**src/rtl/gray2bin_arbiter_pkg.sv**
```systemverilog
// Shared definitions for the Gray-to-binary arbiter slice.
// Contents: default code width and requester count, the output slot state
// encoding, and the requester-id width helper used by the interface and top.
package g2b_pkg;

   localparam int G2B_W = 4;
   localparam int G2B_N = 2;

   typedef enum logic {
      SLOT_EMPTY = 1'b0,
      SLOT_FULL  = 1'b1
   } slot_state_e;

   // Requester-id width: max(1, clog2(n)) so that N = 2 still gets one bit.
   function automatic int calc_idw(input int n);
      return (n > 2) ? $clog2(n) : 1;
   endfunction

endpackage

```
**src/rtl/gray2bin_arbiter_if.sv**
```systemverilog
// Request/result bundle between Gray-coded sources, the shared converter and
// the binary consumer.
//   req_valid[N]   requester i presents a code
//   req_gray[N*W]  requester i code on bits [i*W +: W]
//   req_ready[N]   one-hot grant: requester i's code is taken this cycle
//   out_valid      result slot is full
//   out_gray[W]    accepted Gray code
//   out_bin[W]     converted binary value
//   out_id[IDW]    index of the requester that supplied the code
//   out_ready      consumer takes the result this cycle
// slave: the arbiter side; master: the sources/consumer side.
interface gray2bin_arbiter_if
   import g2b_pkg::*;
   #(
      parameter int W = G2B_W,
      parameter int N = G2B_N
   );

   localparam int IDW = calc_idw(N);

   logic [N-1:0]   req_valid;
   logic [N*W-1:0] req_gray;
   logic [N-1:0]   req_ready;
   logic           out_valid;
   logic [W-1:0]   out_gray;
   logic [W-1:0]   out_bin;
   logic [IDW-1:0] out_id;
   logic           out_ready;

   modport slave (
      input  req_valid, req_gray, out_ready,
      output req_ready, out_valid, out_gray, out_bin, out_id
   );

   modport master (
      output req_valid, req_gray, out_ready,
      input  req_ready, out_valid, out_gray, out_bin, out_id
   );

endinterface

```
**src/rtl/gray2bin_comb.sv**
```systemverilog
// Purely combinational W-bit Gray-to-binary converter.
//   gray[W]  Gray code in
//   bin[W]   binary value out
module gray2bin_comb #(
   parameter int W = 4
) (
   input  logic [W-1:0] gray,
   output logic [W-1:0] bin
);

   // Binary bit i is the XOR of all Gray bits from i up to the MSB; written
   // as a reduction of the shifted code so no bit depends on another output bit.
   always_comb begin
      bin = '0;
      for (int i = 0; i < W; i++) begin
         bin[i] = ^(gray >> i);
      end
   end

endmodule

```
**src/rtl/gray2bin_arbiter.sv**
```systemverilog
// Shares one Gray-to-binary converter between N requesters. A round-robin
// arbiter picks one presented code per cycle, the winner is converted and
// held in a one-entry output slot, drained through out_valid/out_ready.
//   clk  single clock, rising edge
//   rst  asynchronous, active-high reset
//   bus  gray2bin_arbiter_if.slave (requests in, grants and result out)
module gray2bin_arbiter
   import g2b_pkg::*;
   #(
      parameter int W = G2B_W,
      parameter int N = G2B_N
   ) (
      input logic             clk,
      input logic             rst,
      gray2bin_arbiter_if.slave bus
   );

   localparam int IDW = calc_idw(N);

   slot_state_e    state_r;
   slot_state_e    state_next_s;
   logic [IDW-1:0] ptr_r;
   logic [IDW-1:0] ptr_next_s;
   logic [IDW-1:0] winner_s;
   logic           found_s;
   logic           can_accept_s;
   logic           accept_s;
   logic [N-1:0]   req_ready_s;
   logic [W-1:0]   win_gray_s;
   logic [W-1:0]   win_bin_s;
   logic [W-1:0]   out_gray_r;
   logic [W-1:0]   out_bin_r;
   logic [IDW-1:0] out_id_r;

   // Round-robin scan: first valid requester starting at ptr, wrapping at N.
   always_comb begin
      int idx;
      idx      = 0;
      found_s  = 1'b0;
      winner_s = ptr_r;
      for (int k = 0; k < N; k++) begin
         idx = int'(ptr_r) + k;
         if (idx >= N) begin
            idx = idx - N;
         end else begin
            idx = idx;
         end
         if (!found_s && bus.req_valid[idx]) begin
            found_s  = 1'b1;
            winner_s = IDW'(idx);
         end else begin
            found_s  = found_s;
         end
      end
   end

   // Grant generation; rst gates it so no grant is seen while in reset.
   always_comb begin
      can_accept_s = (state_r == SLOT_EMPTY) || bus.out_ready;
      accept_s     = !rst && can_accept_s && found_s;
      req_ready_s  = '0;
      if (accept_s) begin
         req_ready_s[winner_s] = 1'b1;
      end else begin
         req_ready_s = '0;
      end
   end

   // Accept mux and pointer advance past the winner.
   always_comb begin
      win_gray_s = bus.req_gray[int'(winner_s)*W +: W];
      if (winner_s == IDW'(N - 1)) begin
         ptr_next_s = '0;
      end else begin
         ptr_next_s = winner_s + IDW'(1);
      end
   end

   gray2bin_comb #(.W(W)) u_conv (
      .gray (win_gray_s),
      .bin  (win_bin_s)
   );

   // Slot next state: refill wins over drain when both happen on one edge.
   always_comb begin
      state_next_s = state_r;
      case (state_r)
         SLOT_EMPTY: begin
            if (accept_s) begin
               state_next_s = SLOT_FULL;
            end else begin
               state_next_s = SLOT_EMPTY;
            end
         end
         SLOT_FULL: begin
            if (accept_s) begin
               state_next_s = SLOT_FULL;
            end else if (bus.out_ready) begin
               state_next_s = SLOT_EMPTY;
            end else begin
               state_next_s = SLOT_FULL;
            end
         end
         default: state_next_s = SLOT_EMPTY;
      endcase
   end

   // Slot state register.
   always_ff @(posedge clk or posedge rst) begin
      if (rst) begin
         state_r <= SLOT_EMPTY;
      end else begin
         state_r <= state_next_s;
      end
   end

   // Pointer and data registers; data holds its last value after a drain.
   always_ff @(posedge clk or posedge rst) begin
      if (rst) begin
         ptr_r      <= '0;
         out_gray_r <= '0;
         out_bin_r  <= '0;
         out_id_r   <= '0;
      end else if (accept_s) begin
         ptr_r      <= ptr_next_s;
         out_gray_r <= win_gray_s;
         out_bin_r  <= win_bin_s;
         out_id_r   <= winner_s;
      end
   end

   assign bus.req_ready = req_ready_s;
   assign bus.out_valid = (state_r == SLOT_FULL);
   assign bus.out_gray  = out_gray_r;
   assign bus.out_bin   = out_bin_r;
   assign bus.out_id    = out_id_r;

endmodule

```
**src/flat_wrapper.sv**
```systemverilog
// flat-port wrapper written by rule: the top's interface ports become plain ports
module gray2bin_arbiter_flat import g2b_pkg::*;
#(
      parameter int W = G2B_W,
      parameter int N = G2B_N
   )
  (clk, rst, bus_req_valid, bus_req_gray, bus_out_ready, bus_req_ready, bus_out_valid, bus_out_gray, bus_out_bin, bus_out_id);
  gray2bin_arbiter_if #(.W(W), .N(N)) bus_i ();
  input logic clk;
  input logic rst;
  input wire logic [$bits(bus_i.req_valid)-1:0] bus_req_valid;
  input wire logic [$bits(bus_i.req_gray)-1:0] bus_req_gray;
  input wire logic [$bits(bus_i.out_ready)-1:0] bus_out_ready;
  output wire logic [$bits(bus_i.req_ready)-1:0] bus_req_ready;
  output wire logic [$bits(bus_i.out_valid)-1:0] bus_out_valid;
  output wire logic [$bits(bus_i.out_gray)-1:0] bus_out_gray;
  output wire logic [$bits(bus_i.out_bin)-1:0] bus_out_bin;
  output wire logic [$bits(bus_i.out_id)-1:0] bus_out_id;
  assign bus_i.req_valid = bus_req_valid;
  assign bus_i.req_gray = bus_req_gray;
  assign bus_i.out_ready = bus_out_ready;
  assign bus_req_ready = bus_i.req_ready;
  assign bus_out_valid = bus_i.out_valid;
  assign bus_out_gray = bus_i.out_gray;
  assign bus_out_bin = bus_i.out_bin;
  assign bus_out_id = bus_i.out_id;
  gray2bin_arbiter #(.W(W), .N(N)) u_core (.clk(clk), .rst(rst), .bus(bus_i));
endmodule
```
**config.mk**
```make
export PLATFORM = sky130hd
export DESIGN_NAME = gray2bin_arbiter_flat
export DESIGN_NICKNAME = d
export VERILOG_FILES = /design/src/rtl/gray2bin_arbiter_pkg.sv /design/src/rtl/gray2bin_arbiter_if.sv /design/src/rtl/gray2bin_comb.sv /design/src/rtl/gray2bin_arbiter.sv /design/src/flat_wrapper.sv
export SDC_FILE = /design/constraint.sdc
export NUM_CORES = 1
export LEC_CHECK = 0
export CORE_MARGIN = 2
export CORE_UTILIZATION = 35
export CTS_CLUSTER_SIZE = 10
export DETAILED_ROUTE_END_ITERATION = 10
export PLACE_DENSITY_LB_ADDON = 0.2
export SLEW_MARGIN = 10
export SYNTH_ARGS = -nofsm -noshare
export SYNTH_HDL_FRONTEND = slang
export SYNTH_SLANG_ARGS = --single-unit
```
**constraint.sdc**
```tcl
create_clock -name clk -period 2 [get_ports clk]
set_clock_uncertainty 0.05 [all_clocks]
set_input_delay 0.5 -clock clk [delete_from_list [all_inputs] [get_ports clk]]
set_output_delay 0.5 -clock clk [all_outputs]
set_load 0.02 [all_outputs]
```
Word level (Yosys, flattened, before mapping) --
Index checks and enable logic that the tools add are counted. W data, S select, Z words.
Operators by class: multiplexer cells 20, magnitude comparators 6, reductions and logical operators 11, add/subtract/negate cells 4, shift-type cells 1, bitwise operators 1
Operators with widths (number):
- $lt A32 B3 Y1 const B | 2
- $mux W32 | 2
- $ge A32 B3 Y1 const B | 1
- $sub A32 B3 Y32 const B | 1
- $reduce_xor A4 Y1 | 4
- $mux W1 | 15
- $shiftx A8 B4 Y4 | 1
- $logic_and A1 B1 Y1 | 4
- $sub A1 B2 Y3 const B | 1
- $add A1 B1 Y2 const B | 1
- $ge A1 B2 Y1 const B | 1
- $logic_not A1 Y1 | 2
- $lt A1 B2 Y1 const B | 1
- $mux W2 | 1
- $pmux W1 S2 | 1
- $add A1 B1 Y1 const B | 1
- $demux W1 S1 | 1
- $ge A1 B1 Y1 const B | 1
- $logic_or A1 B1 Y1 | 1
- $not A1 Y1 | 1
Word-level totals: register bits after elaboration 11, output and inout port bits 12

Logic depth before layout (Yosys ltp) --
Gate-level depths: netlist of run 1.
depth in word-level cells 14, mapped depth 6, depth with buffers taken out 6

Hierarchy --
A second synthesis of run 1 with hierarchy kept.
Unflattened totals: cells, all modules 68, area, all modules 719.4 um2
By module, submodules not included:
- gray2bin_arbiter | instances 1, area an instance 669.4 um2, cells each 63
- gray2bin_comb | instances 1, area an instance 50.0 um2, cells each 5

Worst setup path after synthesis of run 1 --
OpenSTA, ideal clock, no wires.
path type input port to output port, start input port rst, end output port bus_req_ready[1], required time 1.450 ns, cell stages on the path 4, buffers on the path 0, arrival 1.344 ns, path slack 0.106 ns, cell sequence inv_2 -> o21ai_1 -> nand2b_1 -> nor2_1
Between the ends: longest elaborated chain between the ends 4
RTL lines:
- start, declared | line flat_wrapper.sv:10 | input logic rst;
- $logic_not A1 Y1 | line gray2bin_arbiter.sv:60 | accept_s = !rst && can_accept_s && found_s;
- $logic_and A1 B1 Y1 (2 in a row) | line gray2bin_arbiter.sv:60
- $mux W2 | line gray2bin_arbiter.sv:62 | if (accept_s) begin
- end, declared | line flat_wrapper.sv:14 | output wire logic [$bits(bus_i.req_ready)-1:0] bus_req_ready;
No other way between the ends.

Worst setup path in the final report of run 1 --
start input port bus_req_valid[0], end output port bus_req_ready[0]
Between the ends: longest elaborated chain between the ends 12, elaborated cells between the ends (all ways) 19, classes of those cells order compare: 2; mux: 13; reduce/logical: 4
RTL lines:
- start, declared | line flat_wrapper.sv:11 | input wire logic [$bits(bus_i.req_valid)-1:0] bus_req_valid;
- $mux W1 (not written as such) (3 in a row) | line gray2bin_arbiter.sv:48 | if (!found_s && bus.req_valid[idx]) begin
- $mux W1 | line gray2bin_arbiter.sv:48
- $logic_not A1 Y1 | line gray2bin_arbiter.sv:48
- $logic_and A1 B1 Y1 | line gray2bin_arbiter.sv:48
- $mux W1 | line gray2bin_arbiter.sv:48
- $lt A1 B2 Y1 (not written as such) / $ge A1 B1 Y1 (equally long branches) | line gray2bin_arbiter.sv:63 | req_ready_s[winner_s] = 1'b1;
- $logic_and A1 B1 Y1 (not written as such) | line gray2bin_arbiter.sv:63
- $mux W1 (not written as such) | line gray2bin_arbiter.sv:63
- $demux W1 S1
- $mux W2 * | line gray2bin_arbiter.sv:62
Mark *: on every way between the ends. The rest lies on a longest branch, timed or not. The select of a mux whose other input is x is not followed.

==> impl_metrics.csv, run 1 <==
group,metric,value,unit
setup_path,cp.arrival,1430,ps
finish,finalNetCount,97,
die,die_h,42.0,um
finish,n_antenna_cell,0,
setup_path,cp_max_fo,4,
power_and_ir_drop,power,853,uW
run,maxCapViolCount,0,
drt,via_per_inst,4.67,
die,die_area,1760,um2
clock_network,cts_sinks,10,
finish,drive_gt1_frac,0.349,
die,dieWidth,42.0,um
global_route,grt_pass1_wl,1.98,mm
setup_path,crit_required,1450,ps
global_route,grt_antenna_before_repair,0,
yosys,synth_nets,59,
sta,fmax,506,MHz
drt,routed-via-count,458,
yosys,yosysWarnings,0,
finish,final_cell_mix,"clkdlybuf4s50_1, buf_4, dfrtp_1",
yosys,avgSynthCellArea,11.0,um2
setup_path,cp-end-kind,"primary output",
yosys,synth_area,504,um2
place,placed_area,827,um2
min_path,hp-class,"input port to asynchronous set/reset pin",
global_route,track_usage,0.147,
drt,wl_met1,422,um
die,io_pins,25,
global_route,grt_pass1_vias,460,
drt,wl,1.08,mm
drt,wl_met2,587,um
clock_network,cts_root_buf,"clkbuf_4",
global_route,gr-total-overflow,0,
yosys,synth_seq_cells,10,
sta,rsz0062_at_grt,"false",
power_and_ir_drop,irDropWorstVdd,0.648,mV
clock_network,ctsHoldBuffers,0,
drt,met3WireLength,73,um
die,initial_utilization,0.383,
drt,antenna_left,0,
finish,area_delta_synth_final,77.4,%
yosys,seq_area_frac_synth,0.496,
sta,relSlewSlack,0.844,
drt,first_pass_iters,4,
yosys,synth_cells,46,
die,rows,13,
setup_path,start_kind,"input port",
finish,design_area,895,um2
sta,hold_viol_final,0,
clock_network,clkTransAtPathRegs,70,ps
sta,fin_crit_sh,0.988,
place,place_hpwl,824,um
sta,fin_crit,1980,ps
clock_network,clock_path_buffers,2,
drt,avgRoutedWirePerCell,11.1,um
drt,drcViolationCount,0,
drt,top_layer,"met3",
clock_network,cts_buffers,3,
place,globalplace.congestion,0.679,
clock_network,cts_tree,"built",
sta,finalSetupViolations,0,
sta,drv_slew,0,
yosys,synth.distinct_cells,21,
finish,layout_commonest_cell,"clkdlybuf4s50_1",
power_and_ir_drop,cellLeakagePower,0.429,nW
die,coreArea,1320,um2
sta,worst_slew_pin_slew,229,ps
run_status,status,"finished clean",
drt,drt_iter0_markers,1,
clock_network,insertion_delay,270,ps
power_and_ir_drop,pwr_density_cell,953,nW/um2
setup_path,critPathKind,"input port to primary output",
place,io_buffers,24,
clock_network,htreeDepth,1,
global_route,grt_max_degree,13,
sta,whs,199,ps
==> critical path, stage by stage <==
cell	delay [ps]
dlygate4sd2_1	270
maj3_2	360
nor2b_1	150
buf_4	150
==> cells in the mapped netlist, drive strengths merged <==
master | number | area [um2]
a21o | 1 | 7.51
a31oi | 1 | 6.26
a41oi | 1 | 8.76
buf | 1 | 7.51
clkbuf | 1 | 3.75
dfrtp | 10 | 250
inv | 3 | 11.3
maj3 | 1 | 11.3
mux2 | 1 | 11.3
mux2i | 4 | 60.1
nand2 | 7 | 26.3
nand2b | 2 | 12.5
nor2 | 1 | 3.75
nor2b | 1 | 6.26
o21ai | 7 | 35.0
xnor2 | 1 | 8.76
xor2 | 3 | 33.8
==> path summary, 6_finish.rpt <==
path	from	cells after the start	endpoint	slack, ps
hold reg to reg	u_core.bus.out_bin[1]	2	u_core.bus.out_bin[1]	430
setup / recovery	bus_req_valid[0]	4	bus_req_ready[0]	20
min in group clk	u_core.bus.out_bin[1]	2	u_core.bus.out_bin[1]	430
hold / removal	rst	3	u_core.bus.out_valid	200
setup reg to reg	u_core.ptr_r	7	u_core.bus.out_bin[0]	130
max in group asynchronous	rst	3	u_core.bus.out_bin[1]	1550
==> stage by stage <==
step	setup TNS [ps]	util	setup WS, ps	cells
finish	0	0.679	23.0	98
global route	0	0.679	5.36	98
CTS	0	0.674	4.92	98
detailed placement	-2960	0.628	-682	93
global placement	-2800	0.628	-664	93
floorplan	0	-	106	46
==> layer usage <==
layer / vias up / track usage
li1: 227 / -
met1: 213 / 0.176
met2: 18 / 0.259
met3: 0 / 0.0522
met4: 0 / 0.0194
met5: - / 0
==> flip-flops by register name (all words and copies together) (netlist names) <==
| name | cells |
|---|---|
| u_core.bus.out_bin | 3 |
| u_core.bus.out_valid | 1 |
| u_core.bus.out_id | 1 |
| u_core.ptr_r | 1 |
| u_core.bus.out_gray | 4 |
==> report_power, final <==
part	internal, mW	total (mW)	switching [mW]	leakage [nW]
clock	0.111	0.186	0.0755	0.0210
sequential	0.253	0.282	0.0285	0.120
combinational	0.207	0.385	0.178	0.288
==> logic make-up (layout without fill, tap and decap cells) <==
kind of cell	after synthesis	in the layout	share of synthesized area
multiplexers	5	5	0.141
AO/OA/AOI/OAI	10	10	0.114
buffers and inverters	5	42	0.0447
adder cells (fa/ha/maj)	1	1	0.0223
XOR/XNOR	4	4	0.0844
AND/OR/NAND/NOR	11	11	0.0968
flip-flops	10	10	0.496
==> layout make-up <==
| cell class | instances | area, um2 |
|---|---|---|
| tap | 15 | 18.8 |
| fill | 115 | 423 |
| clock buffer | 4 | 36.3 |
| sequential | 10 | 250 |
| inverter | 3 | 11.3 |
| timing repair buffer | 35 | 320 |
| multi-input combinational | 31 | 258 |
==> repair_timing <==
item / in CTS / in global routing
pin swaps: 1 / 1
cloned: 0 / 0
gates resized for setup: 17 / 5
buffers inserted: 1 / 0
endpoints found under the setup margin: 5 / 4
(Power assumes the default switching activity.)
==> run 2: changes to the inputs <==
--- a/config.mk
+++ b/config.mk
@@ -7,6 +7,7 @@
 export LEC_CHECK = 0
 export CORE_MARGIN = 2
 export CORE_UTILIZATION = 35
+export CTS_BUF_LIST = sky130_fd_sc_hd__clkbuf_4
 export CTS_CLUSTER_SIZE = 10
 export DETAILED_ROUTE_END_ITERATION = 10
 export PLACE_DENSITY_LB_ADDON = 0.2
==> run 2 against run 1 <==
Compared with the run above:
- sequential power is essentially flat
- critical path depth grew 1
- register-to-register slack is essentially flat
- global-route usage shrank 0.36 points
- clock power shrank 23%
- combinational power is essentially flat
- routed wire length shrank 1.0%
- utilization shrank 0.38 points
- critical endpoint unchanged
- largest power group unchanged
==> impl_metrics.csv, run 2 (synthesized netlist as in run 1, its figures left out) <==
group,metric,value,unit
finish,layout.cells.non_filler,99,
global_route,track_usage,0.144,
drt,avgRoutedWirePerCell,10.8,um
power_and_ir_drop,pwr_density_cell,913,nW/um2
die,io_pins,25,
setup_path,crit_path_max_incr_delay,460,ps
clock_network,clkTransAtPathRegs,70,ps
finish,layout_commonest_cell,"clkdlybuf4s50_1",
global_route,grt_pass1_wl,1.95,mm
finish,final_cell_mix,"clkdlybuf4s50_1, buf_4, dfrtp_1",
finish,design_area,890,um2
sta,hold_viol_final,0,
setup_path,crit_required,1450,ps
place,globalplace.congestion,0.679,
clock_network,insertion_delay,260,ps
sta,worst_slew_pin_slew,229,ps
setup_path,r2r_cells,7,
sta,relSlewSlack,0.844,
finish,finalNetCount,98,
setup_path,r2r_slack,140,ps
finish,multi_input_comb_area,258,um2
finish,n_antenna_cell,0,
global_route,grt_max_degree,13,
setup_path,cp-end-kind,"primary output",
finish,area_delta_synth_final,76.4,%
global_route,grt_pass1_vias,452,
global_route,grt_antenna_before_repair,0,
die,rows,13,
drt,wl,1.07,mm
global_route,gr-total-overflow,0,
sta,setup_tns,0,ps
sta,fin_crit,1970,ps
clock_network,htreeDepth,1,
sta,setup_slack,33.2,ps
place,place_hpwl,824,um
place,io_buffers,24,
sta,finalSetupViolations,0,
place,placed_area,827,um2
die,coreArea,1320,um2
min_path,hp-class,"input port to asynchronous set/reset pin",
die,die_area,1760,um2
clock_network,cts_tree,"built",
drt,drcViolationCount,0,
finish,fillers,112,
clock_network,clock_path_buffers,2,
finish,utilization,0.675,
setup_path,critPathKind,"input port to primary output",
place,dp_slack,-682,ps
drt,drt_iter0_markers,2,
drt,routed-via-count,456,
clock_network,cts_buffers,3,
setup_path,cp.arrival,1420,ps
run,maxCapViolCount,0,
power_and_ir_drop,cellLeakagePower,0.419,nW
finish,drive_gt1_frac,0.345,
setup_path,cp_slowest_cell,"clkdlybuf4s50_1",
clock_network,cts_sinks,10,
run_status,status,"finished clean",
sta,drv_slew,0,
finish,regArea,250,um2
drt,antenna_left,0,
die,dieWidth,42.0,um
sta,fin_crit_sh,0.983,
finish,largest_register_ffs,4,
setup_path,worst-path-buf-inv,2,
place,placed_cells,93,
setup_path,cp_max_fo,3,
setup_path,r2r_start,"u_core.ptr_r",
sta,fmax,508,MHz
clock_network,ctsHoldBuffers,0,
die,die_h,42.0,um
sta,whs,204,ps
power_and_ir_drop,power,812,uW
setup_path,start_kind,"input port",
power_and_ir_drop,irDropWorstVdd,0.527,mV
setup_path,cpMostUsedCell,"nand2b_4",
drt,via_per_inst,4.61,
setup_path,cp_cell_sequence,"clkdlybuf4s50_1, nand2b_4, nand2b_4, nor2b_1, buf_4",
setup_path,cpLargestDelayFamily,"buffers and inverters",
clock_network,cts_root_buf,"clkbuf_4",
drt,first_pass_iters,2,
setup_path,r2r-end,"u_core.bus.out_bin[1]",
die,initial_utilization,0.383,
[run 2: cell count changes in the layout (fill, tap and decap cells not counted)]
cell	previous run	this run
buf_4	12	13
clkbuf_8	1	0
clkdlybuf4s50_1	18	19
clkinv_1	0	1
dlymetal6s2s_1	2	1
[run 2: repair_timing]
| item | in CTS | in global routing |
|---|---|---|
| setup endpoints to repair | 5 | 4 |
| resized for setup | 17 | 4 |
| hold endpoints to repair | 0 | 0 |
| buffers inserted | 1 | 1 |
| pin swaps | 1 | 1 |
[run 2: worst max-delay path by stage]
stage                                start               end  slack [ps]  cells after the start
after global placement    bus_req_valid[1]  bus_req_ready[1]        -660                      5
after detailed placement  bus_req_valid[1]  bus_req_ready[1]        -680                      5
final                        bus_out_ready  bus_req_ready[0]          30                      5
after CTS                              rst  bus_req_ready[1]           5                      6
after global routing         bus_out_ready  bus_req_ready[0]          -3                      5
after floorplan                        rst  bus_req_ready[1]         110                      4
[run 2: area by class of cell]
type,count,share of cell area
clock buffers,3,0.0253
clock inverters,1,0.00422
inverters,3,0.0127
multi-input cells,31,0.290
flip-flops and latches,10,0.281
well taps,15,0.0211
repair buffers,36,0.366
[run 2: where the power goes]
part | leakage, nW | switching (mW) | internal, mW
Clock | 0.0154 | 0.0716 | 0.0720
Sequential | 0.120 | 0.0284 | 0.253
Combinational | 0.283 | 0.177 | 0.209
[run 2: per-layer routing]
metal	part of all wire	global-route usage	routed length [um]
met5	0	0	0
met4	0	0.0194	0
met3	0.063	0.0522	68
met2	0.52	0.247	563
met1	0.41	0.176	442
[run 2: worst reg2reg max path, delay by kind of cell, from the launching register on]
kind / cells / cell delay [ps]
compound gates: 1 / 70
xor+xnor: 2 / 410
fa+ha+maj: 1 / 350
buf+inv: 2 / 230
flops: 1 / 390
mux: 1 / 240
==> run 3: changes to the inputs <==
--- a/config.mk
+++ b/config.mk
@@ -8,9 +8,11 @@
 export CORE_MARGIN = 2
 export CORE_UTILIZATION = 35
 export CTS_BUF_LIST = sky130_fd_sc_hd__clkbuf_4
-export CTS_CLUSTER_SIZE = 10
+export CTS_CLUSTER_SIZE = 30
 export DETAILED_ROUTE_END_ITERATION = 10
 export PLACE_DENSITY_LB_ADDON = 0.2
+export REMOVE_ABC_BUFFERS = 1
+export SKIP_LAST_GASP = 1
 export SLEW_MARGIN = 10
 export SYNTH_ARGS = -nofsm -noshare
 export SYNTH_HDL_FRONTEND = slang
==> run 3 against run 2 <==
Compared with the run above:
- die area did not move
- critical endpoint unchanged
- sequential power barely moved
- first-iteration DRC count unchanged
- critical path depth down 1
- worst setup slack got worse by 3.0 ps
- register-to-register slack better by 60 ps
- total power rose by 0.96%
- combinational power grew 1%
- final cell count is the same
- cell area is 0.14% lower
- largest cell class unchanged
==> impl_metrics.csv, run 3 (synthesized netlist as in run 1, its figures left out) <==
group,metric,value,unit
run_status,status,"finished clean",
global_route,track_usage,0.155,
power_and_ir_drop,irDropWorstVdd,0.522,mV
die,dieWidth,42.0,um
finish,design_area,888,um2
clock_network,clock_path_buffers,2,
die,die_h,42.0,um
power_and_ir_drop,cellLeakagePower,0.420,nW
setup_path,cpLargestDelayFamily,"buffers and inverters",
die,initial_utilization,0.383,
clock_network,cts_tree,"built",
global_route,grt_pass1_wl,1.95,mm
setup_path,cp.depth,4,
global_route,grt_pass1_vias,448,
clock_network,cts_sinks,10,
setup_path,cp_max_fo,4,
finish,fillers,104,
finish,finalNetCount,98,
setup_path,cp.arrival,1420,ps
setup_path,crit_path_max_incr_delay,350,ps
sta,hold_viol_final,0,
drt,routed-via-count,460,
setup_path,cp-end-kind,"primary output",
place,io_buffers,24,
sta,fin_crit,1970,ps
finish,area_delta_synth_final,76.2,%
setup_path,start_kind,"input port",
die,coreArea,1320,um2
global_route,grt_antenna_before_repair,0,
die,io_pins,25,
global_route,grt_max_degree,13,
finish,final_cell_mix,"clkdlybuf4s50_1, buf_4, dfrtp_1",
finish,layout.cells.non_filler,99,
drt,avgRoutedWirePerCell,11.5,um
power_and_ir_drop,power,820,uW
global_route,gr-total-overflow,0,
drt,first_pass_iters,4,
place,placed_cells,94,
finish,drive_gt1_frac,0.345,
die,die_area,1760,um2
finish,n_antenna_cell,0,
clock_network,clkTransAtPathRegs,70,ps
finish,layout_commonest_cell,"clkdlybuf4s50_1",
finish,largest_register_ffs,4,
sta,drv_slew,0,
run,maxCapViolCount,0,
drt,drcViolationCount,0,
setup_path,cp_slowest_cell,"maj3_2",
setup_path,cp_cell_sequence,"dlygate4sd2_1, maj3_2, nor2b_1, buf_4",
setup_path,r2r_cells,7,
clock_network,cts_root_buf,"clkbuf_4",
sta,worst_slew_pin_slew,245,ps
sta,fin_crit_sh,0.985,
min_path,hp-class,"input port to asynchronous set/reset pin",
place,place_hpwl,889,um
sta,finalSetupViolations,0,
drt,via_per_inst,4.65,
drt,drt_iter0_markers,2,
setup_path,crit_required,1450,ps
drt,antenna_left,0,
sta,fmax,508,MHz
clock_network,insertion_delay,270,ps
clock_network,htreeDepth,1,
die,rows,13,
place,placed_area,835,um2
sta,relSlewSlack,0.834,
finish,utilization,0.674,
clock_network,cts_buffers,3,
place,globalplace.congestion,0.648,
setup_path,critPathKind,"input port to primary output",
setup_path,worst-path-buf-inv,2,
drt,wl,1.14,mm
power_and_ir_drop,pwr_density_cell,923,nW/um2
clock_network,ctsHoldBuffers,0,
## run 3: area by class of cell
type / count / area [um2] / share of cell area
repair buffers: 36 / 324 / 0.365
multi-input cells: 31 / 258 / 0.290
flip-flops and latches: 10 / 250 / 0.282
clock buffers: 3 / 22.5 / 0.0254
well taps: 15 / 18.8 / 0.0211
inverters: 3 / 11.3 / 0.0127
clock inverters: 1 / 3.75 / 0.00423
## run 3: metal layers
layer | wire length, um | vias up | GRT usage | part of all wire
li1 | - | 227 | - | -
met4 | 0 | 0 | 0.0581 | 0
met2 | 606 | 16 | 0.291 | 0.53
met5 | 0 | - | 0 | 0
met3 | 83 | 0 | 0.0826 | 0.073
met1 | 447 | 217 | 0.135 | 0.39
## run 3: power by group
group	internal [mW]	total [mW]	switching, mW
registers	0.254	0.281	0.0271
logic	0.213	0.392	0.179
clock network	0.0723	0.147	0.0750
## run 3: through the flow
step	hold WS [ps]	setup WS, ps	TNS [ps]
6_report	316	30.3	0
5_1_grt	319	-0.967	-0.967
4_1_cts	303	15.2	0
3_5_place_dp	419	-699	-2980
3_3_place_gp	417	-660	-2710
2_1_floorplan	248	-48.4	-83.4
## run 3: timing repair
item | 4_1_cts | 5_1_grt
buffers inserted | 0 | 1
gates resized for setup | 20 | 2
endpoints found under the setup margin | 5 | 3
pin swaps | 1 | 1
## run 3: worst reg2reg max path, stage by stage (launching register included)
cell,delay [ps]
dfrtp_1,370
inv_1,50
maj3_2,350
buf_4,170
mux2i_2,250
xor2_2,230
xor2_1,160
o21ai_1,70
## run 3: path summary, 6_finish.rpt
path | start | end | slack (ps)
min in group clk | u_core.bus.out_id | u_core.bus.out_id | 440
hold / removal | rst | u_core.ptr_r | 320
max in group asynchronous | rst | u_core.bus.out_gray[2] | 1430
setup reg to reg | u_core.ptr_r | u_core.bus.out_bin[1] | 200
setup / recovery | bus_req_valid[0] | bus_req_ready[0] | 30
hold reg to reg | u_core.bus.out_id | u_core.bus.out_id | 440
==> variant 1 (config.mk and constraints of run 3) <==
The package constant `G2B_W` goes from 4 to 3.
--- a/src/rtl/gray2bin_arbiter_pkg.sv
+++ b/src/rtl/gray2bin_arbiter_pkg.sv
@@ -3,7 +3,7 @@
 // encoding, and the requester-id width helper used by the interface and top.
 package g2b_pkg;
 
-   localparam int G2B_W = 4;
+   localparam int G2B_W = 3;
    localparam int G2B_N = 2;
 
    typedef enum logic {
Interface: changed (resized bus_out_bin, bus_out_gray and bus_req_gray); port bits go from 25 to 21. The function was not compared with the original's and may differ.
==> variant 1 against run 3 <==
Setup slack improved by 0.036 ns. Total power decreased by 19%. Sequential share of layout area is 3.4 points lower. Cell area shrank 8.9%. First-iteration DRC count down 50%. Routed wire length grew 11%. Core utilization rose by 6.4 points. Area after synthesis is 18% lower. Sequential cell count decreased by 2. Synthesized cell count down 15%. Highest routed layer is now met4.
==> variant 1: results (changes against run 3) <==
stage	metric	value	unit	change
routing	viasPerCell	4.59		-1.1%
synthesis	yosysUniqueCellTypes	17		-19%
routing	first_pass_iters	2		-2
timing	worst_pin_slew	0.293	ns	+0.0479 ns
global_routing	grt_pass1_wl	1820	um	-6.7%
finish	layout-drive-gt1-share	0.429		+0.0833
synthesis	avgSynthCellArea	10.6	um^2	-3.7%
place	portBuffers	20		-17%
finish	largest_reg_flops	3		-1
place	place.gp.congestion	0.840		+30%
synthesis	ys_seq_area_frac	0.486		-0.00996
routing	drt_iter0_markers	1		-1
clock_network	htree_levels	1		unchanged
status	status	finished clean		
routing	num_vias	418		-9.1%
place	hpwl	744	um	-16%
place	place_inst	80		-15%
finish	final_nets	90		-8.2%
place	dp_slack	-0.622	ns	+0.0770 ns
worst_setup_path	worstRegToRegCells	9		+2
power_and_ir_drop	vdd_ir_drop_max	499	uV	-4.4%
finish	num-fill-cells	74		-29%
global_routing	grt_max_degree	9		-4
synthesis	synth_area_leaders	dfrtp_1, nand2_1, mux2_2, mux2i_4, xnor3_1		
synthesis	ys_top_cells_by_count	dfrtp_1, nand2_1, o21ai_0, a21oi_1, inv_1		
power_and_ir_drop	leakage	0.385	nW	-8.5%
routing	wirelength	1260	um	+11%
worst_setup_path	arrival	2.06	ns	+0.64 ns
==> variant 1: cell types whose count changed after synthesis, sizes merged, moves of 2 or more <==
cell,before,now
a21oi,0,3
xor2,3,0
nand2b,2,0
mux2i,4,2
dfrtp,10,8
==> variant 1: power breakdown <==
part | switching [mW] | internal, mW | total [mW] | leakage, nW
clock | 0.0501 | 0.0683 | 0.118 | 0.0138
combinational | 0.141 | 0.175 | 0.316 | 0.274
sequential | 0.0283 | 0.199 | 0.228 | 0.0965
==> variant 1: final timing paths <==
kind	from	endpoint	slack (ns)
hold / removal	rst	u_core.bus.out_id	0.31
setup / recovery	bus_req_valid[1]	u_core.bus.out_bin[0]	0.07
max in group asynchronous	rst	u_core.bus.out_gray[1]	1.36
hold reg to reg	u_core.bus.out_gray[1]	u_core.bus.out_gray[1]	0.43
setup reg to reg	u_core.bus.out_valid	u_core.bus.out_id	0.21
min in group clk	u_core.bus.out_gray[1]	u_core.bus.out_gray[1]	0.43
==> variant 1: area by class of cell <==
cell class	count	share of cell area
flip-flops and latches	8	0.247
clock buffers	3	0.0278
inverters	4	0.0185
well taps	14	0.0216
multi-input cells	26	0.283
repair buffers	36	0.402
==> variant 1: layer usage <==
layer  vias up  GRT usage  part of all wire
li1        210          -                 -
met5         -          0                 0
met1       193      0.205              0.38
met2        13      0.356              0.57
met3         2     0.0523             0.035
met4         0      0.107             0.014
==> variant 1: per-stage QoR <==
step                      area [um^2]  hold slack (ns)  total power [mW]
after global routing              810            0.336             0.700
after floorplan                   404            0.266             0.358
after detailed placement          682            0.424             0.497
final                             810            0.307             0.662
after global placement            682            0.416             0.491
after CTS                         779            0.435             0.654
==> variant 1: cell families after synthesis <==
kind of cell,synth area share
AND/OR/NAND/NOR,0.0730
buffers and inverters,0.0547
AO/OA/AOI/OAI,0.149
multiplexers,0.134
adder cells (fa/ha/maj),0.0274
XOR/XNOR,0.0760
flip-flops,0.486
==> variant 1: worst reg2reg max path, delay by kind of cell, from the launching register on <==
kind	cells	cell delay, ns
AOI/OAI and AO/OA	2	0.38
buffers and inverters	6	0.76
DFF	1	0.39
and+or+nand+nor	1	0.10
==> variant 1: timing repair <==
| item | 4_1_cts | 5_1_grt |
|---|---|---|
| setup buffers | 7 | 1 |
| pin swaps | 4 | 1 |
| setup endpoints to repair | 3 | 4 |
| resized for setup | 21 | 6 |
==> variant 2 (settings of run 3) <==
Without the edit above. Make the reset (`rst`) synchronous in 2 clocked blocks. Comments in the files are not updated.
--- a/src/rtl/gray2bin_arbiter.sv
+++ b/src/rtl/gray2bin_arbiter.sv
@@ -106,7 +106,7 @@
    end
 
    // Slot state register.
-   always_ff @(posedge clk or posedge rst) begin
+   always_ff @(posedge clk) begin
       if (rst) begin
          state_r <= SLOT_EMPTY;
       end else begin
@@ -115,7 +115,7 @@
    end
 
    // Pointer and data registers; data holds its last value after a drain.
-   always_ff @(posedge clk or posedge rst) begin
+   always_ff @(posedge clk) begin
       if (rst) begin
          ptr_r      <= '0;
          out_gray_r <= '0;
Check against the original RTL: differs if rst is asserted again (counterexample within 4 cycles, from zero or initial values and one cycle with rst high); with rst held inactive, the same outputs for 10 cycles.
==> variant 2 against run 3 <==
Clock power decreased by 4%. Non-clock buffer count rose by 8. Total power fell by 22%. Worst hold slack improved by 0.12 ns. Sequential cell count is the same. Area after synthesis decreased by 1.7%. Global-route usage up 5.8 points. Cell area grew 13%. Routed wire length up 42%. Setup slack gained 0.038 ns. Synthesized cell count grew 22%. Critical path depth rose by 3. Fmax up 2.0%. Highest routed layer is now met4.
==> variant 2: results (changes against run 3) <==
stage	metric	value	unit	change
synthesis	synth_area_leaders	dfxtp_1, mux2i_1, nand3b_1, nor2_1, xor2_1		
global_routing	grt_pass1_vias	622		+39%
global_routing	use_met3	0.0478		-0.0348
global_routing	met2_usage	0.353		+0.0625
power_and_ir_drop	leakage	0.424	nW	+0.79%
routing	viasPerCell	5.03		+8.4%
synthesis	ys_seq_area_frac	0.404		-0.0922
status	status	finished clean		
worst_setup_path	r2r-end	u_core.bus.out_bin[0]		
finish	layout-drive-gt1-share	0.386		+0.0409
worst_setup_path	slowest_delay	0.16	ns	-0.19 ns
routing	wirelength	1610	um	+42%
synthesis	async_flop_share	0		-1.00
finish	final_nets	115		+17%
timing	worst_pin_slew	0.355	ns	+0.110 ns
hold_path	hp-class	reg -> reg		
place	place.gp.congestion	0.784		+21%
worst_setup_path	worstRegToRegCells	6		-1
synthesis	synthAdderAreaFrac	0		-0.0223
worst_setup_path	cp_slowest_cell	buf_2		
power_and_ir_drop	vdd_ir_drop_max	407	uV	-22%
place	hpwl	917	um	+3.2%
worst_setup_path	reg2reg_from	u_core.ptr_r		
global_routing	grt_pass1_wl	2820	um	+45%
place	dpl_cell_area	837	um^2	+0.30%
synthesis	synth_xor_area_frac	0.0354		-0.0490
## variant 2: changes by cell type after synthesis, sizes merged, moves of 5 or more
cell / change
nand3b: +5
nor2: +8
nand2: -7
dfrtp: -10
dfxtp: +10
## variant 2: layout make-up
| class | count | area (um^2) |
|---|---|---|
| Clock buffer | 3 | 22.5 |
| Clock inverter | 1 | 3.75 |
| Fill cell | 86 | 310 |
| Multi-Input combinational cell | 43 | 367 |
| Sequential cell | 10 | 200 |
| Tap cell | 15 | 18.8 |
| Timing Repair Buffer | 44 | 395 |
## variant 2: per-stage QoR
stage	cells	worst slack (ns)	total power, mW	hold WS, ns	utilization
2_1_floorplan	53	-0.00332	0.328	0.470	-
3_3_place_gp	105	-0.717	0.445	0.420	0.635
3_5_place_dp	105	-0.724	0.447	0.430	0.635
4_1_cts	114	0.0296	0.635	0.441	0.757
5_1_grt	116	0.00752	0.673	0.484	0.764
6_report	116	0.0685	0.638	0.441	0.764
## variant 2: cells by family (layout without fill, tap and decap cells)
| family | after synthesis | after routing |
|---|---|---|
| mux | 5 | 5 |
| flops | 10 | 10 |
| compound gates | 10 | 10 |
| buf+inv | 3 | 48 |
| simple gates | 26 | 26 |
| xor+xnor | 2 | 2 |
## variant 2: worst reg2reg max path: cells and delay by family, from the launching register on
kind            cells  cell delay, ns
compound gates      1            0.17
xor+xnor            1            0.13
buf+inv             1            0.14
flops               1            0.36
mux                 1            0.25
simple gates        2            0.62
## variant 2: timing repair
item,4_1_cts,5_1_grt
setup endpoints to repair,5,3
resized for setup,39,7
hold endpoints to repair,0,0
pin swaps,4,5
setup buffers,5,2
## variant 2: how the worst max path moves through the flow
stage | startpoint | end | slack (ns) | depth (start not counted)
final | bus_req_valid[0] | bus_req_ready[1] | 0.07 | 7
after global routing | bus_req_valid[0] | u_core.bus.out_bin[0] | 0.008 | 8
after CTS | bus_req_valid[1] | u_core.bus.out_bin[0] | 0.03 | 8
after detailed placement | bus_out_ready | bus_req_ready[1] | -0.72 | 6
after global placement | bus_out_ready | bus_req_ready[1] | -0.72 | 6
after floorplan | bus_out_ready | bus_req_ready[1] | -0.003 | 4
## variant 2: routing by layer
layer,vias to the layer above,wire (um)
li1,287,-
met1,273,698
met2,20,802
met3,4,72
met4,0,38
met5,-,0
## variant 2: power breakdown
group          internal (mW)  leakage (nW)  total [mW]  switching, mW
clock network         0.0719        0.0154       0.141         0.0693
registers              0.220        0.0828       0.233         0.0129
logic                  0.148         0.325       0.264          0.116
total                  0.440         0.424       0.638          0.198
